<file path="src/rtl/scan_display_mux.sv">
// scan_display_mux: time-multiplexed N-digit 7-segment driver with scan
// prescaler, anode dead-time, per-frame shadow registers, per-digit decimal
// points and blinking, and per-group leading-zero suppression.
// SEG/AN outputs are active-low and registered.
module scan_display_mux #(
  parameter int DIGITS       = 8,
  parameter int DIV          = 4,
  parameter int BLANK_CYC    = 1,
  parameter int GROUP        = 2,
  parameter int BLINK_FRAMES = 2
) (
  input  logic                  clk,
  input  logic                  rst,
  input  logic [4*DIGITS-1:0]   uDigits,
  input  logic [DIGITS-1:0]     uDp,
  input  logic [DIGITS-1:0]     uBlink,
  input  logic                  uLzs,
  output logic [7:0]            ySEG_,
  output logic [DIGITS-1:0]     yAN_,
  output logic                  yFrame
);

  localparam int PW = (DIGITS > 1) ? $clog2(DIGITS) : 1;
  localparam int DW = (DIV > 1) ? $clog2(DIV) : 1;
  localparam int FW = (BLINK_FRAMES > 1) ? $clog2(BLINK_FRAMES) : 1;

  localparam logic [PW-1:0] POS_MAX = PW'(DIGITS - 1);
  localparam logic [DW-1:0] DIV_MAX = DW'(DIV - 1);
  localparam logic [DW-1:0] BLANK_V = DW'(BLANK_CYC);
  localparam logic [FW-1:0] FRM_MAX = FW'(BLINK_FRAMES - 1);

  logic [DW-1:0]         div_cnt_q, div_cnt_d;
  logic [PW-1:0]         pos_q, pos_d;
  logic [FW-1:0]         frame_cnt_q, frame_cnt_d;
  logic                  blink_phase_q, blink_phase_d;
  logic [4*DIGITS-1:0]   sh_dig_q, sh_dig_d;
  logic [DIGITS-1:0]     sh_dp_q, sh_dp_d;
  logic [DIGITS-1:0]     sh_blink_q, sh_blink_d;
  logic                  load_pending_q, load_pending_d;
  logic [7:0]            seg_q, seg_d;
  logic [DIGITS-1:0]     an_q, an_d;
  logic                  frame_q, frame_d;

  logic                  slot_end, boundary;
  logic [DIGITS-1:0]     lzs_blank;
  logic                  hi_zero;
  logic [3:0]            grp_code;
  logic [3:0]            cur_code;
  logic                  cur_dp, cur_blink, cur_lzs;
  logic [7:0]            cur_seg;

  function automatic logic [7:0] seg_enc(input logic [3:0] c);
    case (c)
      4'd0:    seg_enc = 8'hC0;
      4'd1:    seg_enc = 8'hF9;
      4'd2:    seg_enc = 8'hA4;
      4'd3:    seg_enc = 8'hB0;
      4'd4:    seg_enc = 8'h99;
      4'd5:    seg_enc = 8'h92;
      4'd6:    seg_enc = 8'h82;
      4'd7:    seg_enc = 8'hF8;
      4'd8:    seg_enc = 8'h80;
      4'd9:    seg_enc = 8'h90;
      default: seg_enc = 8'hFF;
    endcase
  endfunction

  // Leading-zero suppression: walk each group from its top digit down; the
  // lowest digit of a group is never suppressed so a group of zeros shows "0".
  always_comb begin
    lzs_blank = '0;
    hi_zero   = 1'b1;
    grp_code  = 4'd0;
    for (int g = 0; g < DIGITS / GROUP; g++) begin
      hi_zero = 1'b1;
      for (int k = GROUP - 1; k >= 0; k--) begin
        grp_code = sh_dig_q[(g*GROUP + k)*4 +: 4];
        if (k != 0)
          lzs_blank[g*GROUP + k] = uLzs && (grp_code == 4'd0) && hi_zero;
        hi_zero = hi_zero && ((grp_code == 4'd0) || (grp_code >= 4'd10));
      end
    end
  end

  // Select the shadowed attributes of the digit currently being scanned.
  always_comb begin
    cur_code  = 4'hF;
    cur_dp    = 1'b0;
    cur_blink = 1'b0;
    cur_lzs   = 1'b0;
    for (int i = 0; i < DIGITS; i++) begin
      if (pos_q == PW'(i)) begin
        cur_code  = sh_dig_q[i*4 +: 4];
        cur_dp    = sh_dp_q[i];
        cur_blink = sh_blink_q[i];
        cur_lzs   = lzs_blank[i];
      end
    end
  end

  // Scan counters, frame/shadow bookkeeping and next registered outputs.
  always_comb begin
    div_cnt_d      = div_cnt_q;
    pos_d          = pos_q;
    frame_cnt_d    = frame_cnt_q;
    blink_phase_d  = blink_phase_q;
    sh_dig_d       = sh_dig_q;
    sh_dp_d        = sh_dp_q;
    sh_blink_d     = sh_blink_q;
    load_pending_d = load_pending_q;
    seg_d          = 8'hFF;
    an_d           = '1;
    cur_seg        = 8'hFF;

    slot_end = (div_cnt_q == DIV_MAX);
    boundary = load_pending_q || (slot_end && (pos_q == POS_MAX));

    if (slot_end) begin
      div_cnt_d = '0;
      pos_d     = (pos_q == POS_MAX) ? '0 : pos_q + PW'(1);
    end else begin
      div_cnt_d = div_cnt_q + DW'(1);
    end

    if (boundary) begin
      sh_dig_d       = uDigits;
      sh_dp_d        = uDp;
      sh_blink_d     = uBlink;
      load_pending_d = 1'b0;
      if (frame_cnt_q == FRM_MAX) begin
        frame_cnt_d   = '0;
        blink_phase_d = ~blink_phase_q;
      end else begin
        frame_cnt_d = frame_cnt_q + FW'(1);
      end
    end

    if (div_cnt_q >= BLANK_V) begin
      an_d = ~(DIGITS'(1) << pos_q);
      if (!(cur_blink && blink_phase_q)) begin
        cur_seg = ((cur_code >= 4'd10) || cur_lzs) ? 8'hFF : seg_enc(cur_code);
        if (cur_dp) cur_seg[7] = 1'b0;
      end
      seg_d = cur_seg;
    end

    frame_d = boundary;
  end

  // State and output registers with synchronous reset.
  always_ff @(posedge clk) begin
    if (rst) begin
      div_cnt_q      <= '0;
      pos_q          <= '0;
      frame_cnt_q    <= '0;
      blink_phase_q  <= 1'b0;
      sh_dig_q       <= '1;
      sh_dp_q        <= '0;
      sh_blink_q     <= '0;
      load_pending_q <= 1'b1;
      seg_q          <= 8'hFF;
      an_q           <= '1;
      frame_q        <= 1'b0;
    end else begin
      div_cnt_q      <= div_cnt_d;
      pos_q          <= pos_d;
      frame_cnt_q    <= frame_cnt_d;
      blink_phase_q  <= blink_phase_d;
      sh_dig_q       <= sh_dig_d;
      sh_dp_q        <= sh_dp_d;
      sh_blink_q     <= sh_blink_d;
      load_pending_q <= load_pending_d;
      seg_q          <= seg_d;
      an_q           <= an_d;
      frame_q        <= frame_d;
    end
  end

  assign ySEG_  = seg_q;
  assign yAN_   = an_q;
  assign yFrame = frame_q;

endmodule

</file>
<file path="config.mk">
export PLATFORM = sky130hd
export DESIGN_NAME = scan_display_mux
export DESIGN_NICKNAME = d
export VERILOG_FILES = /design/src/rtl/scan_display_mux.sv
export SDC_FILE = /design/constraint.sdc
export NUM_CORES = 1
export LEC_CHECK = 0
export CAP_MARGIN = 20
export CORE_ASPECT_RATIO = 1.4
export CORE_MARGIN = 5
export CORE_UTILIZATION = 35
export CTS_CLUSTER_DIAMETER = 50
export DETAILED_ROUTE_END_ITERATION = 10
export PLACE_DENSITY_LB_ADDON = 0.15
export SLEW_MARGIN = 20
export SYNTH_ARGS = -nofsm -noshare
export SYNTH_HDL_FRONTEND = slang
export SYNTH_SLANG_ARGS = --single-unit
</file>
<file path="constraint.sdc">
create_clock -name clk -period 4.3 [get_ports clk]
set_input_delay 0.645 -clock clk [delete_from_list [all_inputs] [get_ports clk]]
set_output_delay 0.645 -clock clk [all_outputs]
set_load 0.01 [all_outputs]
</file>
==> impl_metrics.ini, run 1 <==
[finish]
fin_cells = 626
nets = 553
n_antenna_cell = 0
drive_gt1_share_pct = 7.13
area_growth_pct = 27.3
multi_input_area_sq_um = 1840
n_fill_cell = 1033
seq_area_sq_um = 1460

[drt]
wirelength_mm = 9.04
viasPerCell = 4.88
wl_met2_mm = 4.50
first_pass_iters = 4
drt-met1-wl_mm = 3.97
routed-wl-met3_um = 391
vias = 3054
top_layer = met4
first_iter_violations = 168
post-route-drc-count = 0
wire_per_inst_um = 14.4
drtAntennaViolNets = 0

[setup_path]
crit_buf_inv = 1
worst-path-max-fanout = 21
critPathCaptureType = flip-flop
path_cells = inv_1 > ha_1 > nor2_1 > a2111oi_0 > a211oi_1 > o21ai_1 > o21ai_0 > ha_1 > a311oi_1 > o211ai_1 > nor2b_1 > o21ai_1
crit_start = pos_q[1]$_SDFFE_PP0P_
r2r_end = ySEG_[6]$_SDFF_PP1_
crit_type = flip-flop to flip-flop
worst_ep_required_time_ns = 4.50
cp_slowest_cell = ha_1
crit_end = ySEG_[6]$_SDFF_PP1_
critPathMaxStageDelay_ns = 0.59
reg2reg_from = pos_q[1]$_SDFFE_PP0P_
rrSetupSlack_ns = 0.99
startpoint_type = flip-flop
arrival_ns = 3.52
crit_family = compound AO/OA/AOI/OAI gates
worst-path-stages = 12
ff2ff_path_depth = 12

[sta]
worstMarginPinSlew_ns = 1.01
layout_min_cycle_time_ns = 3.31
maxSlewHeadroom_pct = 32.6
setup_viol = 0
tns_ns = 0
post-route-period-util_pct = 77.0
slew_violations = 0
rsz0062_at_grt = false
fin_skew_ns = 0.00468
finalHoldViolCount = 0
max_freq_ghz = 0.302
worst_slack_ns = 0.989

[cts]
cts_sinks = 73
worst_setup_hold_path_clk_slew_ns = 0.05
cts_buffer_depth = 2
cts-resized-gates = 0
root_buffer = clkbuf_16
clk_latency_ns = 0.33
cts_setup_buffers = 0
cts_tree = done
cts_hold_buf = 0
htreeDepth = 3
cts-buffers-inserted = 9

[yosys]
ys_seq_elements = 73
syn_inst = 436
syn_area_per_cell_sq_um = 8.13
yosysSeqAreaShare_pct = 41.2
syn_area_sq_um = 3550
async_reset_ff_share_pct = 0
synth_nets = 501
synth_edf_count = 0
ys.flop_type = dfxtp_1
yosysWarnings = 0
ys_types = 57

[global_routing]
antenna_found_initial = 0
grt_pass1_wl_mm = 14.8
grt_use_total_pct = 15.7
grt_pass1_vias = 3009
grt_start_max_net_pins = 61
gr-total-overflow = 0

[floorplanning]
core_area_sq_um = 9900
initial_core_util_pct = 35.8
dieArea_sq_um = 12300
die_w_um = 95.1
io_pins = 68
die_y_um = 129
row_count = 43

[placed_design]
dp.final_hpwl_mm = 6.63
post-place-ws_ns = 0.998
placed_cells = 612
gp_congestion = 0.857
port_buffers = 67

[power]
leakagePower_nw = 1.79
ir_worst_vdd_mv = 0.184
p_per_area_nw_per_um2 = 377

[run_status]
status = finished, final reports clean

[job]
cap_violations = 0

[min_path]
hold_class = flip-flop to flip-flop
-- routing by layer --
layer,GRT usage (%),up-vias
li1,-,1579
met1,19.6,1397
met2,25.6,66
met3,3.54,12
met4,7.31,0
met5,0,-
-- logic make-up (layout without fill, tap and decap cells) --
| group | after synthesis | in the layout | synth area share (%) |
|---|---|---|---|
| adders and majority gates | 14 | 14 | 4.94 |
| xor gates and xnor gates | 1 | 1 | 0.247 |
| buffers and inverters | 52 | 107 | 7.06 |
| muxes | 1 | 1 | 0.282 |
| DFF | 73 | 73 | 41.2 |
| AOI/OAI and AO/OA | 89 | 89 | 18.3 |
| and+or+nand+nor | 206 | 206 | 27.9 |
-- layout make-up --
cell class	instances	area share, %
multi-input cells	311	40.7
flip-flops and latches	73	32.4
repair buffers	72	15.6
clock buffers	14	5.85
well taps	135	3.74
inverters	21	1.75
-- cells in the mapped netlist, types with 6 or more instances --
master / count / area, sq um
a211o_1: 6 / 52.6
a21oi_1: 27 / 135
buf_2: 8 / 40.0
clkbuf_1: 13 / 48.8
dfxtp_1: 73 / 1460
ha_1: 14 / 175
inv_1: 20 / 75.1
nand2_1: 114 / 428
nand3_1: 8 / 40.0
nand3b_1: 27 / 203
nor2_1: 26 / 97.6
nor2b_1: 6 / 37.5
nor3_1: 6 / 30.0
o21ai_0: 12 / 60.1
o21ai_1: 10 / 50.1
-- worst reg2reg max path, cell delays in order (launching register included) --
cell,delay (ns)
dfxtp_1,0.33
inv_1,0.09
ha_1,0.59
nor2_1,0.08
a2111oi_0,0.43
a211oi_1,0.13
o21ai_1,0.19
o21ai_0,0.28
ha_1,0.31
a311oi_1,0.20
o211ai_1,0.18
nor2b_1,0.26
o21ai_1,0.10
-- registers in the layout (all words and copies together) (netlist names) --
name            flops
frame_cnt_q         1
pos_q               3
sh_dig_q           32
yFrame              1
ySEG_               8
blink_phase_q       1
sh_blink_q          8
div_cnt_q           2
load_pending_q      1
yAN_                8
sh_dp_q             8
-- layout by cell type, fill, tap and decap left out, types with 10 or more instances in the layout --
master | synthesis | routed
inv_1 | 20 | 20
dfxtp_1 | 73 | 73
o21ai_1 | 10 | 10
ha_1 | 14 | 14
o21ai_0 | 12 | 12
nand3b_1 | 27 | 27
nand2_1 | 114 | 114
a21oi_1 | 27 | 26
nor2_1 | 26 | 26
clkdlybuf4s50_1 | 0 | 66
-- power breakdown --
part | switching (W) | total, W | internal [W]
combinational | 0.000147 | 0.000287 | 0.000141
sequential | 0.0000276 | 0.000751 | 0.000723
clock | 0.000251 | 0.000666 | 0.000415
total | 0.000425 | 0.00170 | 0.00128
-- stage by stage --
stage | total power [W] | hold slack [ns] | utilization, % | cell area (sq um)
after floorplan | 0.000941 | 0.427 | - | 3550
after global placement | 0.00105 | 0.437 | 42.9 | 4250
after detailed placement | 0.00105 | 0.448 | 42.9 | 4250
after CTS | 0.00173 | 0.457 | 45.6 | 4520
after global routing | 0.00180 | 0.477 | 45.6 | 4520
final | 0.00170 | 0.453 | 45.6 | 4520
-- how the worst min path moves through the flow --
stage | endpoint | cells past startpoint | startpoint
floorplan | sh_blink_q[2]$_SDFFE_PP0N_ | 2 | sh_blink_q[2]$_SDFFE_PP0N_
global placement | div_cnt_q[0]$_SDFF_PP0_ | 1 | div_cnt_q[0]$_SDFF_PP0_
detailed placement | div_cnt_q[0]$_SDFF_PP0_ | 1 | div_cnt_q[0]$_SDFF_PP0_
CTS | div_cnt_q[0]$_SDFF_PP0_ | 1 | div_cnt_q[0]$_SDFF_PP0_
global route | sh_blink_q[4]$_SDFFE_PP0N_ | 2 | sh_blink_q[4]$_SDFFE_PP0N_
finish | sh_blink_q[2]$_SDFFE_PP0N_ | 2 | sh_blink_q[2]$_SDFFE_PP0N_
Power figures use the tool's default switching activity.
==> run 2: changes to the inputs <==
==> constraint.sdc (replaced) <==
create_clock -name clk -period 3.1 [get_ports clk]
set_input_delay 0.465 -clock clk [delete_from_list [all_inputs] [get_ports clk]]
set_output_delay 0.465 -clock clk [all_outputs]
set_load 0.01 [all_outputs]
==> run 2 against run 1 <==
Against the previous run:
- wire length up 0.72%
- maximum frequency up 19%
- design area up 3.0%
- register-to-register slack worse by 0.66 ns
- non-clock buffer count up 9
- sequential share of layout area down 0.94 points
- setup slack worse by 0.66 ns
- cell count up 1.8%
- combinational power up 44%
- die area unchanged
- first-iteration DRC count up 1.8%
- largest cell class unchanged
- largest power group unchanged
==> impl_metrics.ini, run 2 (synthesis results as in run 1) <==
[placed_design]
gp_congestion = 0.825
post-place-ws_ns = 0.185
dp.final_hpwl_mm = 6.76
port_buffers = 67

[sta]
layout_min_cycle_time_ns = 2.77
post-route-period-util_pct = 89.5
max_freq_ghz = 0.360
worst_slack_ns = 0.325
rsz0062_at_grt = false
fin_skew_ns = 0.00551
whs_ns = 0.456
finalHoldViolCount = 0
tns_ns = 0
worstMarginPinSlew_ns = 0.479
setup_viol = 0
slew_violations = 0
maxSlewHeadroom_pct = 67.7

[finish]
final_cell_mix = nand2_1 (114), dfxtp_1 (73), clkdlybuf4s50_1 (66), nand3b_1 (27), nor2_1 (26)
final_common_cell = nand2_1
area_growth_pct = 31.2
drive_gt1_share_pct = 10.6
multi_input_area_sq_um = 1850
nets = 562
seq_area_sq_um = 1460
regMostFlops = sh_dig_q
n_antenna_cell = 0
largest_register_ffs = 32
n_fill_cell = 1017

[floorplanning]
die_y_um = 129
dieArea_sq_um = 12300
row_count = 43
io_pins = 68
initial_core_util_pct = 35.8
core_area_sq_um = 9900
die_w_um = 95.1

[power]
p_per_area_nw_per_um2 = 536
ir_worst_vdd_mv = 0.249
leakagePower_nw = 1.87

[global_routing]
grt_use_total_pct = 15.8
antenna_found_initial = 0
grt_pass1_wl_mm = 15.0
gr-total-overflow = 0
grt_start_max_net_pins = 48
grt_pass1_vias = 3073

[cts]
clk_latency_ns = 0.33
root_buffer = clkbuf_16
worst_setup_hold_path_clk_slew_ns = 0.06
cts_buffer_depth = 2
cts_setup_buffers = 0
cts-buffers-inserted = 9
htreeDepth = 3
cts_hold_buf = 0
cts-resized-gates = 0
cts_sinks = 73
cts_tree = done

[setup_path]
critPathCaptureType = flip-flop
startpoint_type = flip-flop
arrival_ns = 2.98
worst_ep_required_time_ns = 3.30
worst-path-max-fanout = 8
crit_type = flip-flop to flip-flop
path_cells = inv_1 > ha_1 > a2111oi_1 > a211oi_1 > o21ai_1 > o21ai_0 > ha_1 > a311oi_1 > o211ai_1 > nor2b_2 > o21ai_1
cp_slowest_cell = dfxtp_1
rrSetupSlack_ns = 0.33
critPathMaxStageDelay_ns = 0.50

[drt]
post-route-drc-count = 0
drtAntennaViolNets = 0
first_pass_iters = 4
viasPerCell = 4.87
wirelength_mm = 9.11
vias = 3101
wire_per_inst_um = 14.3
first_iter_violations = 171

[min_path]
hold_class = flip-flop to flip-flop

[run_status]
status = finished, final reports clean

[job]
cap_violations = 0
-- run 2: changes by cell type in the layout (fill, tap and decap cells not counted), moves of 2 or more --
| cell | delta |
|---|---|
| buf_4 | +8 |
| clkbuf_1 | -3 |
| ha_1 | -2 |
| clkinv_2 | +3 |
| ha_2 | +2 |
-- run 2: layout make-up --
cell class	count	share of cell area [%]
multi-input combinational	311	39.8
timing repair buffer	81	16.8
tap	135	3.63
clock inverter	5	1.16
sequential	73	31.4
clock buffer	11	5.43
inverter	21	1.69
-- run 2: through the flow --
step | util (%) | total power, W | instances | instance area, sq um
after floorplan | - | 0.00130 | 436 | 3550
after global placement | 43.8 | 0.00147 | 621 | 4330
after detailed placement | 43.8 | 0.00147 | 621 | 4330
after CTS | 46.9 | 0.00252 | 637 | 4640
after global routing | 47.0 | 0.00262 | 637 | 4650
final | 47.0 | 0.00249 | 637 | 4650
-- run 2: worst max-delay path: cells and delay by family (launching register included) --
| kind | cells | cell delay [ns] |
|---|---|---|
| AO/OA/AOI/OAI | 7 | 1.26 |
| adder cells (fa/ha/maj) | 2 | 0.54 |
| buffers and inverters | 1 | 0.14 |
| flip-flops | 1 | 0.50 |
| AND/OR/NAND/NOR | 1 | 0.21 |
-- run 2: final timing paths --
path                                 from                      end  depth (start not counted)
hold / removal    sh_dp_q[7]$_SDFFE_PP0N_  sh_dp_q[7]$_SDFFE_PP0N_                          2
setup reg to reg    pos_q[2]$_SDFFE_PP0P_      ySEG_[3]$_SDFF_PP1_                         11
hold reg to reg   sh_dp_q[7]$_SDFFE_PP0N_  sh_dp_q[7]$_SDFFE_PP0N_                          2
setup / recovery    pos_q[2]$_SDFFE_PP0P_      ySEG_[3]$_SDFF_PP1_                         11
-- run 2: per-layer routing --
metal | global-route usage, % | up-vias | wire, um
met5 | 0 | - | 0
met2 | 26.2 | 66 | 4480
met3 | 2.67 | 12 | 387
met4 | 6.88 | 0 | 182
li1 | - | 1601 | -
met1 | 19.9 | 1422 | 4060
-- run 2: power by group --
part	total (W)	switching (W)	internal (W)
Combinational	0.000412	0.000206	0.000206
Sequential	0.00104	0.0000384	0.00100
Clock	0.00104	0.000379	0.000663
Total	0.00249	0.000624	0.00187
==> run 3: changes to the inputs <==
--- a/config.mk
+++ b/config.mk
@@ -11,7 +11,6 @@
 export CORE_UTILIZATION = 35
 export CTS_CLUSTER_DIAMETER = 50
 export DETAILED_ROUTE_END_ITERATION = 10
-export PLACE_DENSITY_LB_ADDON = 0.15
 export SLEW_MARGIN = 20
 export SYNTH_ARGS = -nofsm -noshare
 export SYNTH_HDL_FRONTEND = slang
==> run 3 against run 2 <==
Against the previous run:
- first-iteration DRC count down 29%
- flip-flop and latch count unchanged
- setup slack worse by 0.077 ns
- worst hold slack worse by 0.0040 ns
- count of clock-buffer cells in the layout down 1
- clock skew about the same
- critical path type unchanged
- largest cell class unchanged
==> impl_metrics.ini, run 3 (synthesis results as in run 1) <==
[floorplanning]
die_w_um = 95.1
io_pins = 68
core_area_sq_um = 9900
die_y_um = 129
initial_core_util_pct = 35.8
dieArea_sq_um = 12300
row_count = 43

[min_path]
hold_class = flip-flop to flip-flop
hold_start = div_cnt_q[0]$_SDFF_PP0_

[drt]
post-route-drc-count = 0
wl_met2_mm = 4.87
wirelength_mm = 9.33
first_pass_iters = 4
drt-met1-wl_mm = 3.89
first_iter_violations = 121
vias = 3092
drtAntennaViolNets = 0
routed-wl-met3_um = 331
wire_per_inst_um = 14.5
top_layer = met4
viasPerCell = 4.82

[finish]
final_common_cell = nand2_1
fin_util_pct = 47.4
largest_register_ffs = 32
drive_gt1_share_pct = 10.3
final_cell_mix = nand2_1 (114), dfxtp_1 (73), clkdlybuf4s50_1 (67), nand3b_1 (27)
seq_area_sq_um = 1460
stdcell_area_sq_um = 4700
regMostFlops = sh_dig_q
nets = 566
n_antenna_cell = 0
n_fill_cell = 1037
area_growth_pct = 32.4
multi_input_area_sq_um = 1840

[setup_path]
reg2reg_from = pos_q[0]$_SDFFE_PP0P_
worst_ep_required_time_ns = 3.31
arrival_ns = 3.06
crit_type = flip-flop to flip-flop
startpoint_type = flip-flop
crit_start = pos_q[0]$_SDFFE_PP0P_
critPathCaptureType = flip-flop
worst-path-max-fanout = 10

[sta]
setup_viol = 0
fin_skew_ns = 0.00521
max_freq_ghz = 0.351
layout_min_cycle_time_ns = 2.85
slew_violations = 0
finalHoldViolCount = 0
maxSlewHeadroom_pct = 61.6
tns_ns = 0
post-route-period-util_pct = 92.0
whs_ns = 0.452
worstMarginPinSlew_ns = 0.575

[placed_design]
place_area_sq_um = 4380
dp.final_hpwl_mm = 7.23
port_buffers = 67
gp_congestion = 0.839

[cts]
cts_sinks = 73
htreeDepth = 3
clk_latency_ns = 0.34
cts_buffer_depth = 2
root_buffer = clkbuf_16
cts_setup_buffers = 0
cts-buffers-inserted = 9
cts_tree = done
cts_hold_buf = 0
worst_setup_hold_path_clk_slew_ns = 0.05

[power]
leakagePower_nw = 1.89
p_clk_share_pct = 42.6
ir_worst_vdd_mv = 0.296
switching_power_w = 0.000626
comb_power_share_pct = 16.4
internal_power_w = 0.00191
p_per_area_nw_per_um2 = 540
pwr-share-seq_pct = 41.0
switching_share_pct = 24.7

[job]
cap_violations = 0

[global_routing]
grt_pass1_vias = 3246
antenna_found_initial = 0
grt_pass1_wl_mm = 15.6
grt_use_total_pct = 16.5
gr-total-overflow = 0
grt_start_max_net_pins = 40

[run_status]
status = finished, final reports clean
-- run 3: power groups by stage --
stage	Clock, W	Sequential (W)	Combinational [W]
floorplan	0	0.00106	0.000250
finish	0.00108	0.00104	0.000415
global route	0.00116	0.00105	0.000462
CTS	0.00111	0.00104	0.000419
global placement	0	0.00106	0.000412
detailed placement	0	0.00106	0.000417
-- run 3: final cells by class --
type,count,area share [%]
Clock inverter,6,1.76
Timing Repair Buffer,85,17.7
Inverter,21,1.68
Multi-Input combinational cell,311,39.3
Tap cell,135,3.60
Clock buffer,10,4.88
Sequential cell,73,31.1
-- run 3: worst max-delay path: stages, from the launching register on --
cell and delay [ns]:
dfxtp_1 0.40, ha_1 0.21, ha_1 0.28, buf_4 0.22, nand2_1 0.06, a211oi_1 0.40
o21ai_1 0.14, o21ai_0 0.13, buf_4 0.18, inv_1 0.05, ha_1 0.18, nor2b_1 0.13
a211oi_1 0.23, o21ai_1 0.08
-- run 3: per-layer routing --
| metal | GRT usage [%] | vias to the layer above |
|---|---|---|
| met5 | 0 | - |
| met4 | 8.16 | 0 |
| met3 | 4.01 | 12 |
| met2 | 28.4 | 55 |
| met1 | 18.9 | 1422 |
| li1 | - | 1603 |
-- run 3: path summary, 6_finish.rpt --
path,slack (ns),cells after the start,end
max,0.25,13,ySEG_[6]$_SDFF_PP1_
min,0.45,1,div_cnt_q[0]$_SDFF_PP0_
max reg2reg,0.25,13,ySEG_[6]$_SDFF_PP1_
min reg2reg,0.45,1,div_cnt_q[0]$_SDFF_PP0_
-- run 3: repair_timing --
| item | in CTS | in global routing |
|---|---|---|
| gates resized for setup | 0 | 3 |
| setup endpoints to repair | 0 | 5 |
| endpoints found under the hold margin | 0 | 0 |
-- run 3: through the flow --
step / setup WS (ns) / cells / power (W)
5_1_grt: -0.00207 / 641 / 0.00267
3_5_place_dp: 0.173 / 625 / 0.00148
4_1_cts: 0.155 / 641 / 0.00257
6_report: 0.248 / 641 / 0.00254
3_3_place_gp: 0.278 / 625 / 0.00147
2_1_floorplan: 0.309 / 436 / 0.00130
